[config.mk]
export PLATFORM = sky130hd
export DESIGN_NAME = fifo_acc_drain
export DESIGN_NICKNAME = d
export VERILOG_FILES = /design/src/rtl/fifo_acc_drain_pkg.sv /design/src/rtl/acc_sat_add.sv /design/src/rtl/fifo_acc_drain.sv
export SDC_FILE = /design/constraint.sdc
export NUM_CORES = 1
export LEC_CHECK = 0
export BUFFER_PORTS_ARGS = -buffer_cell sky130_fd_sc_hd__buf_2
export CAP_MARGIN = 25
export CORE_MARGIN = 2
export CORE_UTILIZATION = 40
export DETAILED_ROUTE_END_ITERATION = 7
export PLACE_DENSITY = 0.61
export SYNTH_ARGS = -nofsm -noshare
export SYNTH_HDL_FRONTEND = slang
export SYNTH_SLANG_ARGS = --single-unit
[constraint.sdc]
create_clock -name clk -period 2.95 [get_ports clk]
set_input_delay 0.59 -clock clk [delete_from_list [all_inputs] [get_ports clk]]
set_output_delay 0.59 -clock clk [all_outputs]
set_load 0.03 [all_outputs]
[src/rtl/fifo_acc_drain_pkg.sv]
// fifo_acc_drain_pkg: shared types and defaults for the accumulator-FIFO drain controller.
//   state_t    : controller states (IDLE, DRAIN, HOLD)
//   *_W_DEF    : default widths for the top-level parameters
//   zext()     : zero extension of a word to an arbitrary width (up to ZEXT_MAX_W)
package fifo_acc_drain_pkg;

  localparam int unsigned DATA_W_DEF  = 32;
  localparam int unsigned ACC_W_DEF   = 40;
  localparam int unsigned COUNT_W_DEF = 4;

  // Widest operand zext() can handle; the caller narrows the result with a sized cast.
  localparam int unsigned ZEXT_MAX_W = 64;

  typedef enum logic [1:0] {
    IDLE  = 2'd0,
    DRAIN = 2'd1,
    HOLD  = 2'd2
  } state_t;

  // Keep the low 'width' bits of d and force every bit above them to zero.
  function automatic logic [ZEXT_MAX_W-1:0] zext(input logic [ZEXT_MAX_W-1:0] d,
                                                 input int unsigned width);
    logic [ZEXT_MAX_W-1:0] mask;
    if (width >= ZEXT_MAX_W) mask = '1;
    else                     mask = (ZEXT_MAX_W'(1) << width) - ZEXT_MAX_W'(1);
    return d & mask;
  endfunction

endpackage

[src/rtl/acc_sat_add.sv]
// acc_sat_add: combinational unsigned adder with carry-out.
//   a, b  : addends (Width bits)
//   sum_c : a + b, wrapped modulo 2^Width, or clamped to all ones on carry when ACC_SAT_EN is defined
//   carry_c : carry out of bit Width-1
// Build option: ACC_SAT_EN (defined = saturating sum, undefined = wrapping sum).
module acc_sat_add #(
  parameter int unsigned Width = 40
) (
  input  logic [Width-1:0] a,
  input  logic [Width-1:0] b,
  output logic [Width-1:0] sum_c,
  output logic             carry_c
);

  logic [Width:0] full_c;

  assign full_c  = {1'b0, a} + {1'b0, b};
  assign carry_c = full_c[Width];

`ifdef ACC_SAT_EN
  // Once clamped, any further add with b>0 carries again, so the sum stays clamped.
  assign sum_c = carry_c ? {Width{1'b1}} : full_c[Width-1:0];
`else
  assign sum_c = full_c[Width-1:0];
`endif

endmodule

[src/rtl/fifo_acc_drain.sv]
// fifo_acc_drain: pop-side controller that drains BurstLen words from a show-ahead FIFO,
// sums them and offers the sum downstream with a valid/ready handshake.
//   clk, aclr_n          : clock, asynchronous active-low reset
//   Start, BurstLen      : burst request (sampled only in IDLE)
//   Empty, DataOut, Pop  : FIFO read port (Pop is combinational)
//   Result, ResultValid, ResultReady : sum output handshake
//   Busy, Overflow       : status (DRAIN/HOLD, carry seen during burst)
// Build option: ACC_SAT_EN selects a saturating accumulator instead of a wrapping one.
module fifo_acc_drain
  import fifo_acc_drain_pkg::*;
#(
  parameter int unsigned DataWidth  = DATA_W_DEF,
  parameter int unsigned AccWidth   = ACC_W_DEF,
  parameter int unsigned CountWidth = COUNT_W_DEF
) (
  input  logic                  clk,
  input  logic                  aclr_n,
  input  logic                  Start,
  input  logic [CountWidth-1:0] BurstLen,
  input  logic                  Empty,
  input  logic [DataWidth-1:0]  DataOut,
  output logic                  Pop,
  output logic [AccWidth-1:0]   Result,
  output logic                  ResultValid,
  input  logic                  ResultReady,
  output logic                  Busy,
  output logic                  Overflow
);

  state_t                state_q, state_d;
  logic [AccWidth-1:0]   acc_q, acc_d;
  logic [CountWidth-1:0] rem_q, rem_d;
  logic [AccWidth-1:0]   result_q, result_d;
  logic                  valid_q, valid_d;
  logic                  ovf_q, ovf_d;
  logic                  busy_q, busy_d;
  logic                  pop_c;

  logic [AccWidth-1:0]   data_ext_c;
  logic [AccWidth-1:0]   sum_c;
  logic                  carry_c;

  assign data_ext_c = AccWidth'(zext(ZEXT_MAX_W'(DataOut), DataWidth));

  acc_sat_add #(
    .Width (AccWidth)
  ) u_add (
    .a       (acc_q),
    .b       (data_ext_c),
    .sum_c   (sum_c),
    .carry_c (carry_c)
  );

  // State and datapath registers.
  always_ff @(posedge clk or negedge aclr_n) begin
    if (!aclr_n) begin
      state_q  <= IDLE;
      acc_q    <= '0;
      rem_q    <= '0;
      result_q <= '0;
      valid_q  <= 1'b0;
      ovf_q    <= 1'b0;
      busy_q   <= 1'b0;
    end else begin
      state_q  <= state_d;
      acc_q    <= acc_d;
      rem_q    <= rem_d;
      result_q <= result_d;
      valid_q  <= valid_d;
      ovf_q    <= ovf_d;
      busy_q   <= busy_d;
    end
  end

  // Next-state, datapath updates and the combinational pop strobe.
  always_comb begin
    state_d  = state_q;
    acc_d    = acc_q;
    rem_d    = rem_q;
    result_d = result_q;
    valid_d  = valid_q;
    ovf_d    = ovf_q;
    pop_c    = 1'b0;

    case (state_q)
      IDLE: begin
        if (Start) begin
          ovf_d = 1'b0;
          if (BurstLen != '0) begin
            rem_d   = BurstLen;
            acc_d   = '0;
            state_d = DRAIN;
          end else begin
            // Zero-length burst: present an empty sum straight away.
            result_d = '0;
            valid_d  = 1'b1;
            state_d  = HOLD;
          end
        end
      end
      DRAIN: begin
        pop_c = ~Empty;
        if (pop_c) begin
          acc_d = sum_c;
          rem_d = rem_q - CountWidth'(1);
          if (carry_c) ovf_d = 1'b1;
          if (rem_q == CountWidth'(1)) begin
            result_d = sum_c;
            valid_d  = 1'b1;
            state_d  = HOLD;
          end
        end
      end
      HOLD: begin
        if (ResultReady) begin
          valid_d = 1'b0;
          state_d = IDLE;
        end
      end
      default: state_d = IDLE;
    endcase
  end

  // Busy is registered, so it is derived from the state being entered.
  assign busy_d = (state_d != IDLE);

  assign Pop         = pop_c;
  assign Result      = result_q;
  assign ResultValid = valid_q;
  assign Busy        = busy_q;
  assign Overflow    = ovf_q;

endmodule

==> summary.txt, run 1 <==
Logic synthesis
  – Main flop type after synthesis: dfrtp_1
  – Post-Syn Area per Cell: 9.25 um^2
  – Synth unique cells: 77
  – Xor/xnor share of the synthesized area: 0.0491
  – Synth Area in Compound Gates: 0.253
  – Top cells by count, synth: nand2_1 (92), dfrtp_1 (89), o21ai_0 (44)
  – Register bit count reported by yosys: 89
  – Synth Area in Adders: 0.0805
  – Async set or reset register ratio after synthesis: 1.00
  – Area share of the largest cell type after synthesis: 0.403
  – Post-synth EDFFs: 0
  – Syn Inst Count: 598
  – Area leader, netlist: dfrtp_1
  – Post-synthesis mux area share: 0.00792
  – Area contributors post-synth: dfrtp_1 (40%), ha_1 (7.7%), nand2_1 (6.2%)
  – Top-count cell post-synth: nand2_1
  – Ys Warns: 0
  – Synth Net Count: 674
  – Largest family of logic cells by synthesized area: compound AO/OA/AOI/OAI gates
  – Post-synthesis simple-gate area fraction: 0.166
  – Seq/Total Area, Yosys: 0.403
  – Post-synthesis cell area: 5530 um^2

Power
  – Sequential Power Share: 0.258
  – VDD IR max: 0.576 mV
  – Combinational Power Share: 0.589
  – Int Pwr: 0.00432 W
  – Net Switching: 0.00354 W
  – Sw frac: 0.450
  – Power per cell area: 1150 nW/um^2
  – Pwr Total: 0.00786 W
  – Leak: 3.36 nW
  – Part of the power in the clock network: 0.153

Cells and area
  – Area of the multi-input gates: 3110 um^2
  – Fillers: 1287
  – Final antenna diode count: 0
  – Nets: 798
  – Syn-to-layout area delta: 23.5%
  – Final std cells w/o fill: 903
  – Flip-flop and latch area: 2230 um^2
  – Layout cells sized above 1: 0.263

Timing
  – Final Cycle Share: 0.938
  – Fin. max-slew vios: 0
  – Slew headroom: 0.578
  – Final setup vio count: 0
  – Final Skew: 15.2 ps
  – Worst Tran Pin Value: 632 ps
  – Shortest period the worst path allows: 2770 ps
  – Fmax: 361 MHz
  – Unrepaired setup endpoints after global routing: no
  – Final hold violation count: 0

Worst setup path
  – Ordered list of cells on the worst path: ha_1 > fa_1 > a211oi_2 > o21ai_2 > nand3_2 > o21bai_2 > a221o_2 > a21oi_4 > buf_12 > or3_1 > a21oi_1
  – Arr. time, crit path: 2980 ps
  – CP max stage delay: 480 ps
  – Critical path's slowest cell: a221o_2
  – Nature of the critical path endpoint: register
  – Crit path kind: register to register
  – Max FO, Critical Path: 15
  – Crit path required time: 3170 ps
  – CP Launch Type: register

GRT
  – GRT met2 Usage: 0.354
  – Pin count of the biggest net entering global routing: 55
  – Routing usage on met1: 0.277
  – Met3 Usage GRT: 0.0473
  – Total gr overflow: 0
  – Number of global-route vias before repair: 4977
  – First-pass GRT wire length: 24.7 mm
  – GRT Util Overall: 0.214
  – Initial antenna violation count: 0
  – GRT Max-Usage Layer: met2

Drt
  – Final ANT Viol Nets: 0
  – Vias per cell: 5.56
  – Via count: 5017
  – WL per Instance: 16.7 um
  – Initial DRC count: 350
  – Final WL: 15.1 mm
  – Pre-antenna DRT Iters: 5
  – DRC errors left: 0

Placed design
  – Dpl cells: 887
  – Number of buffers added on ports: 84
  – Final GP Congestion: 0.918
  – DPL Wire Length: 11.1 mm

Clock network
  – Max Root-Sink Buffers: 2
  – Clk sinks: 89
  – CTS tree: built
  – Clk slew on worst S/H paths: 60 ps
  – TritonCTS Buffers: 9
  – Post-CTS Setup Inserts: 0
  – CTS root buf: clkbuf_16
  – Post-CTS Hold Fix Bufs: 0
  – # H-tree levels: 3
  – Post_cts resized: 0
  – Worst-Skew Late Latency: 360 ps

Die
  – Die X: 122 um
  – Core Region: 13300 um^2
  – Die H: 122 um
  – Initial Util: 0.414
  – Die area: 14800 um^2
  – Io pins: 85
  – Row cnt: 42

Worst hold path
  – Tightest Hold Check Type: input port to asynchronous set/reset pin

Flow run
  – MaxCap Viol Count: 0

Outcome
  – Status: completed
## sequential cells by signal (all words and copies together), names as in the netlist
register	cells
Result	40
acc_q	40
rem_q	4
state_q	2
Busy	1
Overflow	1
ResultValid	1
## power by group through the flow
stage | clock network, W | logic (W) | registers (W)
after CTS | 0.00124 | 0.00460 | 0.00203
after floorplan | 0 | 0.00270 | 0.00243
after detailed placement | 0 | 0.00458 | 0.00205
after global routing | 0.00128 | 0.00508 | 0.00210
final | 0.00120 | 0.00462 | 0.00203
after global placement | 0 | 0.00450 | 0.00203
## cells by family (layout without fill, tap and decap cells)
group           count (synthesis)  count (layout)
simple gates                  194             194
xor+xnor                       31              31
compound gates                198             198
mux                             4               4
buf+inv                        47             176
fa+ha+maj                      35              35
flops                          89              89
## metal layers
layer	up-vias	routed length (um)
met2	152	7020
met3	22	883
met5	-	0
met4	0	337
li1	2443	-
met1	2400	6810
## path summary, 6_finish.rpt
kind / start / end / slack (ps) / cells past startpoint
max in group asynchronous: aclr_n / Result[34] / 2090 / 2
setup / recovery: acc_q[0] / Overflow / 180 / 11
hold / removal: aclr_n / Result[18] / 200 / 1
hold reg to reg: Result[14] / Result[14] / 480 / 2
min in group clk: BurstLen[0] / rem_q[0] / 470 / 3
setup reg to reg: acc_q[0] / Overflow / 180 / 11
## critical path, delay by kind of cell, from the launching register on
family / cells / cell delay (ps)
buf+inv: 1 / 150
compound gates: 6 / 1230
flops: 1 / 380
fa+ha+maj: 2 / 630
simple gates: 2 / 250
## cell usage in the layout, fill, tap and decap left out, types with 5 or more instances in the layout
master     Yosys  layout
nand2_1       92      92
dfrtp_1       89      89
buf_2          1      83
buf_4          2      58
o21ai_0       44      44
a21oi_1       37      36
ha_1          34      34
nor2_1        25      25
a22o_1        23      23
nand3_1       22      21
xnor2_1       20      20
a21o_1        17      17
inv_1         16      16
o31ai_1       14      14
xor2_1        11      11
a31oi_1        9       9
clkbuf_16      0       9
o211ai_1       8       8
or4_1          7       7
or3_1          6       6
and3_1         5       5
## metrics by stage
| stage | instance area, um^2 | setup slack [ps] | hold WS [ps] | util | setup TNS (ps) |
|---|---|---|---|---|---|
| 2_1_floorplan | 5530 | 152 | 294 | - | 0 |
| 4_1_cts | 6820 | 152 | 207 | 0.511 | 0 |
| 3_5_place_dp | 6510 | -167 | 464 | 0.488 | -2200 |
| 5_1_grt | 6830 | 19.5 | 231 | 0.512 | 0 |
| 6_report | 6830 | 182 | 198 | 0.512 | 0 |
| 3_3_place_gp | 6510 | -118 | 458 | 0.488 | -820 |
## layout make-up
class,count,area share
Clock inverter,4,0.00751
Sequential cell,89,0.326
Clock buffer,12,0.0375
Tap cell,176,0.0322
Inverter,16,0.00879
Timing Repair Buffer,144,0.133
Multi-Input combinational cell,462,0.455
Power figures use the tool's default switching activity.
==> inputs of run 2 (changes only) <==
--- a/config.mk
+++ b/config.mk
@@ -10,7 +10,7 @@
 export CORE_MARGIN = 2
 export CORE_UTILIZATION = 40
 export DETAILED_ROUTE_END_ITERATION = 7
-export PLACE_DENSITY = 0.61
+export PLACE_DENSITY = 0.63
 export SYNTH_ARGS = -nofsm -noshare
 export SYNTH_HDL_FRONTEND = slang
 export SYNTH_SLANG_ARGS = --single-unit
==> constraint.sdc (replaced) <==
create_clock -name clk -period 2.5 [get_ports clk]
set_input_delay 0.5 -clock clk [delete_from_list [all_inputs] [get_ports clk]]
set_output_delay 0.5 -clock clk [all_outputs]
set_load 0.03 [all_outputs]
==> summary.txt, run 2 (same netlist as run 1, synthesis figures left out) <==
Worst setup path
  – CP Launch Type: register
  – Critical path's slowest cell: or4_4
  – Arr. time, crit path: 2960 ps (-20 ps)
  – Crit path kind: register to register
  – Ordered list of cells on the worst path: ha_4 > inv_2 > or3_4 > o221ai_4 > o21bai_4 > a221o_2 > a21oi_4 > buf_12 > or4_4 > nand3b_1
  – CP max stage delay: 470 ps (about the same)
  – Nature of the critical path endpoint: register
  – Max FO, Critical Path: 15 (unchanged)
  – Crit path required time: 2790 ps (-380 ps)

Clock network
  – Max Root-Sink Buffers: 2 (unchanged)
  – TritonCTS Buffers: 9 (unchanged)
  – Post-CTS Hold Fix Bufs: 0 (unchanged)
  – # H-tree levels: 3 (unchanged)
  – CTS root buf: clkbuf_16
  – CTS tree: built
  – Worst-Skew Late Latency: 360 ps (about the same)
  – Clk sinks: 89 (unchanged)
  – Clk slew on worst S/H paths: 60 ps (about the same)

Drt
  – Final ANT Viol Nets: 0 (unchanged)
  – WL per Instance: 17.5 um (+4.9%)
  – Initial DRC count: 402 (+15%)
  – Vias per cell: 5.54 (-0.24%)
  – DRC errors left: 0 (unchanged)
  – Via count: 5365 (+6.9%)
  – Pre-antenna DRT Iters: 5 (unchanged)
  – Final WL: 16.9 mm (+12%)

Timing
  – Unrepaired setup endpoints after global routing: yes
  – Slew headroom: 0.554 (-0.0236)
  – Final hold violation count: 0 (unchanged)
  – Fin. max-slew vios: 0 (unchanged)
  – Final Skew: 5.91 ps (-9.32 ps)
  – Final worst slack: -169 ps (-350 ps)
  – Hold slack: 168 ps (-30.6 ps)
  – Final Cycle Share: 1.07 (+0.129)
  – Shortest period the worst path allows: 2670 ps (-99.6 ps)
  – Fmax: 375 MHz (+3.7%)
  – Final setup vio count: 26 (+26)
  – Worst Tran Pin Value: 668 ps (+36.8 ps)

Cells and area
  – Layout cells sized above 1: 0.415 (+0.153)
  – Most common cell after layout, fill and taps aside: buf_4
  – Final antenna diode count: 0 (unchanged)
  – Nets: 864 (+8.3%)
  – Fillers: 1158 (-10%)
  – Final core occ: 0.597 (+0.0855)
  – Syn-to-layout area delta: 44.2%
  – Most frequent cells in the layout: buf_4 (114), nand2_1 (92), dfrtp_1 (89)
  – Final std cells w/o fill: 968 (+7.2%)

Worst hold path
  – Tightest Hold Check Type: input port to asynchronous set/reset pin

GRT
  – Total gr overflow: 0 (unchanged)
  – First-pass GRT wire length: 26.8 mm (+8.6%)
  – GRT Util Overall: 0.233 (+0.0187)
  – Number of global-route vias before repair: 5325 (+7.0%)
  – Pin count of the biggest net entering global routing: 51 (-7.3%)
  – Initial antenna violation count: 0 (unchanged)

Outcome
  – Violated checks: setup timing
  – Status: complete, but fails checks

Flow run
  – MaxCap Viol Count: 0 (unchanged)

Die
  – Die H: 122 um (unchanged)
  – Core Region: 13300 um^2 (unchanged)
  – Row cnt: 42 (unchanged)
  – Io pins: 85 (unchanged)
  – Initial Util: 0.414 (unchanged)
  – Die X: 122 um (unchanged)
  – Die area: 14800 um^2 (unchanged)

Power
  – VDD IR max: 0.583 mV (+1.1%)
  – Leak: 3.79 nW (+13%)
  – Power per cell area: 1350 nW/um^2 (+18%)

Placed design
  – DPL Wire Length: 12.0 mm (+7.8%)
  – Final GP Congestion: 0.927 (+0.99%)
  – Dpl cells: 935 (+5.4%)
  – Number of buffers added on ports: 84 (unchanged)
==> run 2: changes by cell type in the layout (fill, tap and decap cells not counted), sizes merged <==
cell	before	now
clkbuf	12	15
clkinvlp	1	0
clkinv	2	0
bufinv	1	0
buf	144	210
==> run 2: metal layers <==
metal  vias up  share of wire  track usage
met5         -              0            0
met4         0          0.020       0.0884
met3        24          0.042       0.0435
met2       135           0.48        0.383
met1      2636           0.45        0.306
li1       2570              -            -
==> run 2: path summary, 6_finish.rpt <==
kind / from / endpoint / slack (ps) / cells past startpoint
worst min-delay path: aclr_n / Result[14] / 170 / 1
min in group clk: BurstLen[0] / rem_q[0] / 380 / 3
max in group asynchronous: aclr_n / Result[33] / 1630 / 2
worst min register to register: Result[11] / Result[11] / 480 / 2
worst max register to register: acc_q[12] / Result[38] / -170 / 10
worst max-delay path: acc_q[12] / Result[38] / -170 / 10
==> run 2: through the flow <==
| stage | area [um^2] | TNS (ps) | power (W) | setup WS (ps) |
|---|---|---|---|---|
| floorplan | 5720 | -265 | 0.00627 | -72.8 |
| global route | 7980 | -5240 | 0.0115 | -241 |
| CTS | 7570 | -567 | 0.0101 | -77.9 |
| detailed placement | 7050 | -12160 | 0.00846 | -392 |
| finish | 7980 | -2120 | 0.0108 | -169 |
| global placement | 7050 | -10730 | 0.00833 | -355 |
==> run 2: cell type report <==
type                            instances  area [um^2]  area share
Multi-Input combinational cell        462         3770       0.472
Sequential cell                        89         2230       0.279
Timing Repair Buffer                  210         1440       0.181
Clock buffer                           15          258      0.0323
Tap cell                              176          220      0.0276
Inverter                               16         60.1     0.00753
==> run 2: repair_timing <==
item,4_1_cts,5_1_grt
resized for setup,29,72
buffers inserted,11,10
endpoints found under the hold margin,0,0
pin swaps,23,41
setup endpoints to repair,32,54
==> run 2: report_power, final <==
part,internal (W),switching [W],leakage (nW)
Combinational,0.00324,0.00386,2.52
Sequential,0.00202,0.000401,1.15
Clock,0.000698,0.000557,0.124
Total,0.00597,0.00482,3.79
==> run 2: worst max-delay path, delay by kind of cell, from the launching register on <==
kind | cells | cell delay, ps
adders and majority gates | 1 | 310
buffers and inverters | 2 | 220
AOI/OAI and AO/OA | 4 | 680
DFF | 1 | 410
and+or+nand+nor | 3 | 980
==> inputs of run 3 (changes only) <==
--- a/config.mk
+++ b/config.mk
@@ -7,10 +7,13 @@
 export LEC_CHECK = 0
 export BUFFER_PORTS_ARGS = -buffer_cell sky130_fd_sc_hd__buf_2
 export CAP_MARGIN = 25
+export CELL_PAD_IN_SITES_DETAIL_PLACEMENT = 1
+export CELL_PAD_IN_SITES_GLOBAL_PLACEMENT = 1
+export CORE_ASPECT_RATIO = 1.25
 export CORE_MARGIN = 2
 export CORE_UTILIZATION = 40
 export DETAILED_ROUTE_END_ITERATION = 7
-export PLACE_DENSITY = 0.63
+export PLACE_DENSITY = 0.78
 export SYNTH_ARGS = -nofsm -noshare
 export SYNTH_HDL_FRONTEND = slang
 export SYNTH_SLANG_ARGS = --single-unit
==> summary.txt, run 3 (same netlist as run 1, synthesis figures left out) <==
Worst setup path
  – Delay-heaviest family, CP: compound AO/OA/AOI/OAI gates
  – Crit path kind: register to register
  – WP buf/inv: 3 (+1)
  – Worst R2R End: Result[37]
  – Max FO, Critical Path: 4 (-11)
  – Nature of the critical path endpoint: register
  – CP max stage delay: 400 ps (-70 ps)
  – CP Launch Type: register
  – Reg2Reg Setup Slack: -290 ps (-120 ps)
  – Arr. time, crit path: 3020 ps (+60 ps)
  – Ordered list of cells on the worst path: ha_1 > a21oi_1 > o21ai_2 > a221oi_2 > o21a_1 > o31ai_4 > buf_6 > buf_12 > buf_6 > and3_4 > mux2i_1 > o21ai_1
  – Top cell by count, worst path: buf_6
  – Reg2Reg Depth: 12 (+2)
  – Reg-to-Reg Start: acc_q[22]
  – Crit path required time: 2730 ps (-60 ps)
  – Critical path's slowest cell: a221oi_2

Clock network
  – Max Root-Sink Buffers: 2 (unchanged)
  – Clk slew on worst S/H paths: 70 ps (about the same)
  – Worst-Skew Late Latency: 360 ps (about the same)
  – TritonCTS Buffers: 9 (unchanged)
  – Post-CTS Hold Fix Bufs: 0 (unchanged)
  – Clk sinks: 89 (unchanged)
  – CTS tree: built
  – CTS root buf: clkbuf_16
  – # H-tree levels: 3 (unchanged)

Timing
  – Fin. max-slew vios: 0 (unchanged)
  – Fmax: 358 MHz (-4.4%)
  – Hold slack: 137 ps (-30.7 ps)
  – Final Cycle Share: 1.12 (+0.0489)
  – Final Skew: 11.1 ps (+5.18 ps)
  – Worst Tran Pin Value: 594 ps (-74.8 ps)
  – Final hold violation count: 0 (unchanged)
  – Shortest period the worst path allows: 2790 ps (+122 ps)
  – Final worst slack: -291 ps (-122 ps)
  – Final setup vio count: 47 (+81%)
  – Unrepaired setup endpoints after global routing: yes
  – Slew headroom: 0.604 (+0.0499)

GRT
  – Number of global-route vias before repair: 6241 (+17%)
  – Initial antenna violation count: 0 (unchanged)
  – Pin count of the biggest net entering global routing: 43 (-16%)
  – First-pass GRT wire length: 33.1 mm (+23%)
  – GRT Util Overall: 0.291 (+0.0583)
  – Total gr overflow: 0 (unchanged)

Cells and area
  – Final core occ: 0.588 (-0.00922)
  – Fillers: 1520 (+31%)
  – Nets: 857 (-0.81%)
  – Area of the multi-input gates: 3830 um^2 (+1.7%)
  – Syn-to-layout area delta: 45.6%
  – Flip-flop and latch area: 2230 um^2 (unchanged)
  – Most common cell after layout, fill and taps aside: buf_4
  – Final antenna diode count: 0 (unchanged)
  – Layout cells sized above 1: 0.427 (+0.0113)
  – Most frequent cells in the layout: buf_4 (104), nand2_1 (91), dfrtp_1 (89)

Drt
  – Final WL: 23.0 mm (+36%)
  – WL met3: 1.12 mm (+57%)
  – Via count: 5838 (+8.8%)
  – DRC errors left: 0 (unchanged)
  – WL per Instance: 24.0 um (+37%)
  – Initial DRC count: 244 (-39%)
  – Pre-antenna DRT Iters: 4 (-1)
  – Max layer used: met4
  – Vias per cell: 6.08 (+9.7%)
  – Wl on met1: 8.55 mm (+11%)
  – Final ANT Viol Nets: 0 (unchanged)
  – WL met2: 12.1 mm (+48%)

Power
  – VDD IR max: 0.708 mV (+21%)
  – Leak: 3.80 nW (+0.36%)
  – Power per cell area: 1450 nW/um^2 (+6.9%)

Outcome
  – Violated checks: setup timing
  – Status: complete, but fails checks

Die
  – Io pins: 85 (unchanged)
  – Row cnt: 48 (+14%)
  – Die X: 109 um (-10%)
  – Die area: 14800 um^2 (about the same)
  – Die H: 135 um (+11%)
  – Initial Util: 0.404 (-0.0105)
  – Core Region: 13700 um^2 (+2.6%)

Placed design
  – Final GP Congestion: 0.919 (-0.89%)
  – DPL Wire Length: 14.2 mm (+18%)
  – Number of buffers added on ports: 84 (unchanged)
  – Post-Place Setup Slack: -481 ps (-88.6 ps)

Worst hold path
  – Tightest Hold Check Type: input port to asynchronous set/reset pin

Flow run
  – MaxCap Viol Count: 0 (unchanged)
run 3: cell types whose count changed in the layout (fill, tap and decap cells not counted), moves of 4 or more:
cell	delta
buf_4	-10
nor2_4	+4
o21ai_0	-5
a21oi_1	-4
clkbuf_1	-4
run 3: worst register-to-register path: stages, from the launching register on:
cell and delay, ps:
dfrtp_1 390, ha_1 350, a21oi_1 260, o21ai_2 140
a221oi_2 400, o21a_1 260, o31ai_4 100, buf_6 150
buf_12 130, buf_6 110, and3_4 150, mux2i_1 130
o21ai_1 70
run 3: power by group:
group / switching (W) / internal [W] / leakage [nW] / total, W
clock: 0.000582 / 0.000821 / 0.148 / 0.00140
sequential: 0.000483 / 0.00202 / 1.15 / 0.00250
combinational: 0.00441 / 0.00333 / 2.51 / 0.00774
run 3: timing repair:
action / CTS / global route
resized for setup: 59 / 61
pin swaps: 38 / 28
hold endpoints to repair: 0 / 0
setup endpoints to repair: 44 / 56
buffers inserted: 12 / 8
run 3: area by class of cell:
cell class / count / area share
timing repair buffer: 203 / 0.177
sequential: 89 / 0.276
multi-input combinational: 462 / 0.475
tap: 175 / 0.0272
clock buffer: 12 / 0.0318
inverter: 16 / 0.00746
clock inverter: 3 / 0.00497
run 3: per-stage QoR:
step	std cells	TNS, ps	area [um^2]	power, W
after global routing	960	-9900	8060	0.0122
after detailed placement	926	-16370	7000	0.00861
after global placement	926	-9720	7000	0.00827
after CTS	952	-1870	7700	0.0107
final	960	-6360	8060	0.0116
after floorplan	598	-265	5720	0.00627
run 3: worst max path at each step:
stage                    start         end  cells after the start
floorplan           DataOut[8]   acc_q[29]                      9
CTS                   acc_q[0]  Result[34]                     11
finish               acc_q[22]  Result[37]                     12
detailed placement  DataOut[8]   acc_q[29]                     10
global route         acc_q[22]  Result[37]                     12
global placement    DataOut[0]    Overflow                     11
run 3: routing by layer:
| layer | GRT usage | vias up |
|---|---|---|
| met5 | 0 | - |
| met4 | 0.141 | 0 |
| met2 | 0.517 | 234 |
| li1 | - | 2561 |
| met1 | 0.334 | 2959 |
| met3 | 0.0505 | 84 |
